===== src/rtl/vit213_sched_pkg.sv =====
// Shared definitions for the (2,1,3) Viterbi frame scheduler.
//   state_t : scheduler FSM states (3-bit encoding, IDLE=0 .. DONE=4)
//   N_SYM   : encoded symbol width fed to the decoder Rx input
//   N_CH    : number of requesting symbol channels
package vit213_sched_pkg;

    typedef enum logic [2:0] {
        ST_IDLE  = 3'd0,
        ST_ARM   = 3'd1,
        ST_FEED  = 3'd2,
        ST_DRAIN = 3'd3,
        ST_DONE  = 3'd4
    } state_t;

    localparam int N_SYM = 2;
    localparam int N_CH  = 2;

endpackage


===== src/rtl/vit213_rr_arb2.sv =====
// Two-requester round-robin grant, purely combinational.
//   valid     : request vector, bit N = channel N
//   last      : channel served by the previous frame (register lives in parent)
//   grant     : winning channel index
//   grant_any : at least one request present
module vit213_rr_arb2
    import vit213_sched_pkg::*;
(
    input  logic [N_CH-1:0] valid,
    input  logic            last,
    output logic            grant,
    output logic            grant_any
);

    always_comb begin
        grant_any = |valid;
        // On a tie the channel not served last wins; otherwise the lone requester.
        if (&valid) grant = ~last;
        else        grant = valid[1];
    end

endmodule


===== src/rtl/vit213_frame_sched.sv =====
// Frame scheduler sharing one Viterbi decoder between two symbol channels.
// A whole frame is granted to one channel (round-robin), its FRAME_LEN symbols
// are streamed into the decoder and OUT_LEN decoded bits are collected and
// tagged with the channel.
//   clock, reset            : rising-edge clock, synchronous active-high reset
//   reqN_valid/sym/ready    : per-channel symbol stream (N = 0, 1)
//   dec_Rx, dec_seq_ready   : symbol and sequence-start pulse to the decoder
//   dec_Dx, dec_oe          : decoded bit and its strobe from the decoder
//   dec_sync_error          : decoder sync loss, makes the frame fail
//   out_valid/bit/ch/last   : decoded bit stream, one cycle after dec_oe
//   frame_done, frame_err   : end-of-frame pulse and its status
//   busy                    : scheduler not idle
module vit213_frame_sched
    import vit213_sched_pkg::*;
#(
    parameter int FRAME_LEN = 64,
    parameter int OUT_LEN   = 61,
    parameter int TIMEOUT   = 256
) (
    input  logic             clock,
    input  logic             reset,
    input  logic             req0_valid,
    input  logic [N_SYM-1:0] req0_sym,
    output logic             req0_ready,
    input  logic             req1_valid,
    input  logic [N_SYM-1:0] req1_sym,
    output logic             req1_ready,
    output logic [N_SYM-1:0] dec_Rx,
    output logic             dec_seq_ready,
    input  logic             dec_Dx,
    input  logic             dec_oe,
    input  logic             dec_sync_error,
    output logic             out_valid,
    output logic             out_bit,
    output logic             out_ch,
    output logic             out_last,
    output logic             frame_done,
    output logic             frame_err,
    output logic             busy
);

    localparam int SCW = $clog2(FRAME_LEN + 1);
    localparam int OCW = $clog2(OUT_LEN + 1);
    localparam int TCW = $clog2(TIMEOUT + 1);

    localparam logic [SCW-1:0] SCNT_LAST = SCW'(FRAME_LEN - 1);
    localparam logic [SCW-1:0] SCNT_TERM = SCW'(FRAME_LEN);
    localparam logic [OCW-1:0] OCNT_LAST = OCW'(OUT_LEN - 1);
    localparam logic [OCW-1:0] OCNT_TERM = OCW'(OUT_LEN);
    localparam logic [TCW-1:0] TCNT_LAST = TCW'(TIMEOUT - 1);
    localparam logic [TCW-1:0] TCNT_TERM = TCW'(TIMEOUT);

    state_t         state;
    logic           grant;
    logic           last;
    logic           err;
    logic [SCW-1:0] scnt;
    logic [OCW-1:0] ocnt;
    logic [TCW-1:0] tcnt;

    logic             arb_grant;
    logic             arb_any;
    logic             in_feed;
    logic             in_drain;
    logic             active;
    logic             g_valid;
    logic [N_SYM-1:0] g_sym;
    logic             xfer;
    logic             capture;
    logic             ocnt_hit;
    logic             out_done;
    logic             tcnt_hit;

    vit213_rr_arb2 u_arb (
        .valid     ({req1_valid, req0_valid}),
        .last      (last),
        .grant     (arb_grant),
        .grant_any (arb_any)
    );

    assign in_feed  = (state == ST_FEED);
    assign in_drain = (state == ST_DRAIN);
    assign active   = in_feed | in_drain;
    assign g_valid  = grant ? req1_valid : req0_valid;
    assign g_sym    = grant ? req1_sym   : req0_sym;
    assign xfer     = in_feed & g_valid;

    // Decoded bits are only taken while a frame owns the decoder; the count
    // saturates at OUT_LEN so stray strobes cannot wrap it.
    assign capture  = active & dec_oe & (ocnt != OCNT_TERM);
    assign ocnt_hit = capture & (ocnt == OCNT_LAST);
    // OUT_LEN may already be reached during FEED, then DRAIN ends at once.
    assign out_done = ocnt_hit | (ocnt == OCNT_TERM);
    // This DRAIN cycle is the one that brings the timeout count to TIMEOUT.
    assign tcnt_hit = (tcnt == TCNT_LAST);

    // Moore outputs decoded straight from the state register.
    assign req0_ready    = in_feed & ~grant;
    assign req1_ready    = in_feed &  grant;
    assign dec_seq_ready = (state == ST_ARM);
    assign busy          = (state != ST_IDLE);
    assign frame_done    = (state == ST_DONE);
    assign frame_err     = frame_done & err;

    always_ff @(posedge clock) begin
        if (reset) begin
            state     <= ST_IDLE;
            grant     <= 1'b0;
            last      <= 1'b1;
            err       <= 1'b0;
            scnt      <= '0;
            ocnt      <= '0;
            tcnt      <= '0;
            dec_Rx    <= '0;
            out_valid <= 1'b0;
            out_bit   <= 1'b0;
            out_ch    <= 1'b0;
            out_last  <= 1'b0;
        end else begin
            // Rx carries the accepted symbol for exactly one cycle, else 0.
            dec_Rx    <= xfer ? g_sym : '0;
            out_valid <= capture;
            out_bit   <= capture & dec_Dx;
            out_ch    <= capture & grant;
            out_last  <= ocnt_hit;

            if (capture)                  ocnt <= ocnt + 1'b1;
            if (active && dec_sync_error) err  <= 1'b1;

            case (state)
                ST_IDLE: begin
                    if (arb_any) begin
                        grant <= arb_grant;
                        state <= ST_ARM;
                    end
                end
                ST_ARM: begin
                    scnt  <= '0;
                    ocnt  <= '0;
                    tcnt  <= '0;
                    err   <= 1'b0;
                    state <= ST_FEED;
                end
                ST_FEED: begin
                    if (!g_valid) begin
                        // Requester must stream back to back; a gap aborts.
                        err   <= 1'b1;
                        state <= ST_DONE;
                    end else begin
                        if (scnt != SCNT_TERM) scnt <= scnt + 1'b1;
                        if (scnt == SCNT_LAST) state <= ST_DRAIN;
                    end
                end
                ST_DRAIN: begin
                    if (tcnt != TCNT_TERM) tcnt <= tcnt + 1'b1;
                    // Final bit in the timeout cycle counts as success.
                    if (out_done) begin
                        state <= ST_DONE;
                    end else if (tcnt_hit) begin
                        err   <= 1'b1;
                        state <= ST_DONE;
                    end
                end
                ST_DONE: begin
                    last  <= grant;
                    state <= ST_IDLE;
                end
                default: state <= ST_IDLE;
            endcase
        end
    end

endmodule


===== config.mk =====
export PLATFORM = sky130hd
export DESIGN_NAME = vit213_frame_sched
export DESIGN_NICKNAME = d
export VERILOG_FILES = /design/src/rtl/vit213_sched_pkg.sv /design/src/rtl/vit213_rr_arb2.sv /design/src/rtl/vit213_frame_sched.sv
export SDC_FILE = /design/constraint.sdc
export NUM_CORES = 1
export LEC_CHECK = 0
export CAP_MARGIN = 15
export CORE_AREA = 10 10 66 73
export DETAILED_ROUTE_END_ITERATION = 10
export DIE_AREA = 0 0 76 83
export PLACE_DENSITY = 0.8
export SLEW_MARGIN = 20
export SYNTH_ARGS = -nofsm -noshare
export SYNTH_HDL_FRONTEND = slang
export SYNTH_SLANG_ARGS = --single-unit

===== constraint.sdc =====
create_clock -name clock -period 2.1 [get_ports clock]
set_input_delay 0.42 -clock clock [delete_from_list [all_inputs] [get_ports clock]]
set_output_delay 0.42 -clock clock [all_outputs]
set_load 0.1 [all_outputs]

* Yosys cells after proc, flatten, opt, wreduce, memory -nomap -nowiden *
Cells that the tools add are included.

cells by class
  $add $sub $neg = 3
  eq/ne operators = 17
  mux-type cells = 19
  bitwise logic cells = 14
  reductions and logical operators = 13

operator list
  kind                   number
  $pmux W9 S2            1
  $mux W3                5
  $mux W7                2
  $pmux W7 S2            1
  $eq A6 B6 Y1 const B   2
  $pmux W3 S4            1
  $add A9 B1 Y9 const B  1
  $and A1 B1 Y1          9
  $eq A9 B8 Y1 const B   1
  $mux W9                1
  $ne A9 B9 Y1 const B   1
  $add A7 B1 Y7 const B  1
  $eq A7 B6 Y1 const B   1
  $ne A7 B7 Y1 const B   1
  $add A6 B1 Y6 const B  1
  $eq A3 B2 Y1 const B   2
  $mux W1                6
  $ne A2 B1 Y1 const B   3
  $ne A6 B6 Y1 const B   1
  $reduce_and A2 Y1      3
  $reduce_and A3 Y1      2
  $reduce_or A2 Y1       3
  $reduce_bool A2 Y1     2
  $eq A3 B1 Y1 const B   1
  other kinds (11)       14

word-level totals
  bits in registers = 34
  output and inout bits = 12
  logic and storage cells = 78

* Longest topological paths before layout *
  word-level depth = 8
  gate-level depth with buffers = 6
  mapped depth without buffers = 6

* Cells and area by module *
A second synthesis with hierarchy kept.

second synthesis, totals
  cell total of the unflattened synthesis = 201
  area total of the unflattened synthesis = 1705.4 sq um

modules (own cells, without submodules)
  module              instances  cells each  area an instance (sq um)  sequential area each (sq um)
  vit213_frame_sched  1          199         1691.6                    680.7
  vit213_rr_arb2      1          2           13.8                      0.0

* Worst setup path before layout *
Ideal clock, no wire load.

  path kind = register -> output
  from = reg state[1]
  to = out frame_err
  arrival time = 3665 ps
  data required time = 1680 ps
  path slack = -1985 ps
  stages on the path, launching flop included = 4
  cells stage by stage = dfxtp_1 buf_2 nor3_1 and2_1

between the ends
  longest elaborated chain between the ends = 2

ends and longest elaborated chain
  what                    RTL line                   RTL
  start, declared         vit213_frame_sched.sv:53   state_t state;
  start signal, assigned  vit213_frame_sched.sv:107  state <= ST_IDLE;
  start signal, assigned  vit213_frame_sched.sv:134  state <= ST_ARM;
  start signal, assigned  vit213_frame_sched.sv:142  state <= ST_FEED;
  $eq A3 B3 Y1            vit213_frame_sched.sv:102  assign frame_done = (state == ST_DONE);
  named net frame_done    vit213_frame_sched.sv:37   output logic frame_done,
  $and A1 B1 Y1           vit213_frame_sched.sv:103  assign frame_err = frame_done & err;
  end, declared           vit213_frame_sched.sv:38   output logic frame_err,

The timed path passes the listed nets, and every way through them passes these cells.

* Final worst setup path *
  from = reg state[2]
  to = out frame_err

between the ends
  longest elaborated chain between the ends = 2

ends and longest elaborated chain
  what           RTL line
  $eq A3 B3 Y1   vit213_frame_sched.sv:102
  $and A1 B1 Y1  vit213_frame_sched.sv:103

Every way passes these cells.

==> impl_metrics.toml <==
[status]
outcome = "finished clean"

[synth]
avgSynthCellArea_um2 = 8.85
yosysWarningCount = 0
synth_nets = 218
synth_cells = 199
syn_area_um2 = 1760
synth_top_area_share_pct = 38.7
synth_edf_count = 0
synth.distinct_cells = 51
synthArstFlopShare_pct = 0
synth_largest_area_cell = "dfxtp_1"
ys.flop_type = "dfxtp_1"
yosys-top-cells-area = "dfxtp_1 39%, nor2_1 5.8%, ha_1 5.7%"
ys_ff_latch = 34
yosysSeqAreaShare_pct = 38.7

[place]
port_buffers = 22
gp_congestion = 0.890
detailed_place_hpwl_mm = 3.09
placed_cell_area_um2 = 2110
post-place-ws_ps = 112

[worst_setup_path]
r2r_cells = 6
critPathCaptureType = "output pin"
critPathLaunchType = "register"
crit_start = "state[2]$_SDFFE_PP0P_"
worstSetupPathType = "register to output pin"
arrival_ps = 1560
rr_endpoint = "scnt[0]$_SDFFE_PP0P_"
cp.required_ps = 1680
crit_fanout = 9
reg2reg_from = "scnt[0]$_SDFFE_PP0P_"
r2r_setup_slack_ps = 360

[sta]
relSlewSlack_pct = 52.3
finalClockSkew_ps = 4.42
fin_crit_sh_pct = 94.1
rsz0062_at_grt = "no"
clock.fmax_mhz = 506
period_needed_ps = 1980
setup_viol = 0
hold_viol = 0
worst_slew_pin_slew_ps = 711
drv_slew = 0
fin_ws_ps = 123

[cells_and_area]
area_growth_pct = 25.4
stdcell_area_um2 = 2210
nNetsFinal = 247
drive_gt1_share_pct = 20.5
antenna_cells = 0

[run]
max_cap_viol_count = 0

[global_routing]
grt_util_met2_pct = 22.2
grtUsageMet3_pct = 3.77
grtUsageMet1_pct = 14.2
busiest_layer = "met2"
grt_start_max_net_pins = 14
antenna_found_initial = 0
grt_usage_pct = 12.8
grt_pass1_vias = 1444
grt-ovfl-total = 0
grt_first_pass_wirelength_mm = 6.78

[die]
die_area_um2 = 6310
die_h_um = 83
core.rowCount = 22
start_util_pct = 52.9
die_w_um = 76
coreArea_um2 = 3330
pin_count = 23

[pwr]
peakVddDrop_v = 0.000684
p_sw_w = 0.000736
clockPowerShare_pct = 23.5
p_per_area_nw_per_um2 = 869
p_leak_nw = 0.810
pwr-share-seq_pct = 38.6
power.internal_w = 0.00118
switching_share_pct = 38.3
p_comb_share_pct = 37.9

[cts]
cts_tree = "built"
root_buffer = "clkbuf_4"
cts_buffer_depth = 2
htreeDepth = 2
numClockSinks = 34
insertion_delay_ps = 340
cts_inserted_buffers = 5
clk_pin_slew_ps = 100
hold_buffers = 0

[routing]
drtPass1Iterations = 4
drcViolationCount = 0
drt_wl_total_mm = 4.03
viasPerCell = 5.51
wl_per_cell_um = 14.5
vias = 1527
ant_nets = 0
drtIter0Drc = 70

[worst_hold_path]
hold_class = "register to register"
min_from = "ocnt[5]$_SDFFE_PP0P_"
min_to = "ocnt[5]$_SDFFE_PP0P_"
whs_path_depth = 2
## flip-flops by register name, summed over array words and instances (netlist names)
register	flops
out_last	1
out_valid	1
state	3
err	1
ocnt	6
dec_Rx	2
tcnt	9
scnt	7
grant	1
last	1
out_ch	1
out_bit	1
## cells by family (layout without fill, tap and decap cells)
kind of cell / count (synthesis) / count (layout) / synth area share [%]
muxes: 11 / 11 / 6.75
xor gates and xnor gates: 9 / 9 / 4.48
buffers and inverters: 20 / 50 / 5.40
and+or+nand+nor: 84 / 84 / 26.0
adders and majority gates: 8 / 8 / 5.69
AOI/OAI and AO/OA: 33 / 33 / 13.0
DFF: 34 / 34 / 38.7
## power by group through the flow
stage	combinational, W	clock [W]	sequential (W)
floorplan	0.000477	0	0.000741
global placement	0.000710	0	0.000745
detailed placement	0.000722	0	0.000748
CTS	0.000732	0.000460	0.000735
global route	0.000774	0.000484	0.000750
finish	0.000727	0.000451	0.000742
## area by class of cell
class / count / area, um^2
clock buffer: 8 / 78.8
fill: 269 / 1120
inverter: 13 / 48.8
multi-input combinational: 145 / 1020
sequential: 34 / 687
tap: 48 / 60.1
timing repair buffer: 29 / 318
## Yosys cell counts, types with 3 or more instances
library cell and count:
o21ai_0 8, o211ai_1 4, or4_1 4, and2_1 4, nor3_1 8, mux2_2 3
dfxtp_1 34, mux2i_1 7, xnor2_1 8, nand3_1 7, inv_1 13, nand2_1 12
a21oi_1 6, nor2_1 27, ha_1 8, nand2b_1 3
## worst max-delay path, cell delays in order, from the launching register on
cell and delay [ps]:
dfxtp_4 430, inv_1 110, nor3_4 290, and2_2 210
buf_12 170
## stage by stage
stage / cells / total power (W) / hold slack, ps / TNS, ps / util (%)
6_report: 277 / 0.00192 / 501 / 0 / 66.3
5_1_grt: 277 / 0.00201 / 547 / 0 / 66.3
4_1_cts: 277 / 0.00193 / 499 / 0 / 66.0
3_5_place_dp: 269 / 0.00147 / 484 / 0 / 63.4
3_3_place_gp: 269 / 0.00145 / 478 / 0 / 63.4
2_1_floorplan: 199 / 0.00122 / 440 / -1560 / -
## layout by cell type (no fill, tap or decap), drive strengths merged, types with 6 or more instances in the layout
master	instances
clkbuf	8
o21ai	9
xnor2	8
nor3	8
nand2	12
ha	8
nor2	28
clkdlybuf4s50	10
buf	19
nand3	7
dfxtp	34
a21oi	6
inv	13
mux2i	7
## what timing repair did
| item | CTS | global route |
|---|---|---|
| resized for setup | 2 | 4 |
| endpoints found under the hold margin | 0 | 0 |
| setup buffers | 0 | 0 |
| endpoints found under the setup margin | 2 | 3 |
## worst max path at each step
stage | to | slack, ps | cells after the start
floorplan | frame_err | -330 | 3
global placement | state[0]$_SDFFE_PP0P_ | 140 | 4
detailed placement | scnt[2]$_SDFFE_PP0P_ | 110 | 5
CTS | req1_ready | 40 | 3
global route | frame_err | 60 | 4
finish | frame_err | 120 | 4
## per-layer routing
metal	part of all wire (%)	wire, um
met5	0	0
met4	1.7	68
met3	3.8	154
met2	55	2230
met1	39	1580
No activity file was read; power rests on OpenSTA's default activity.
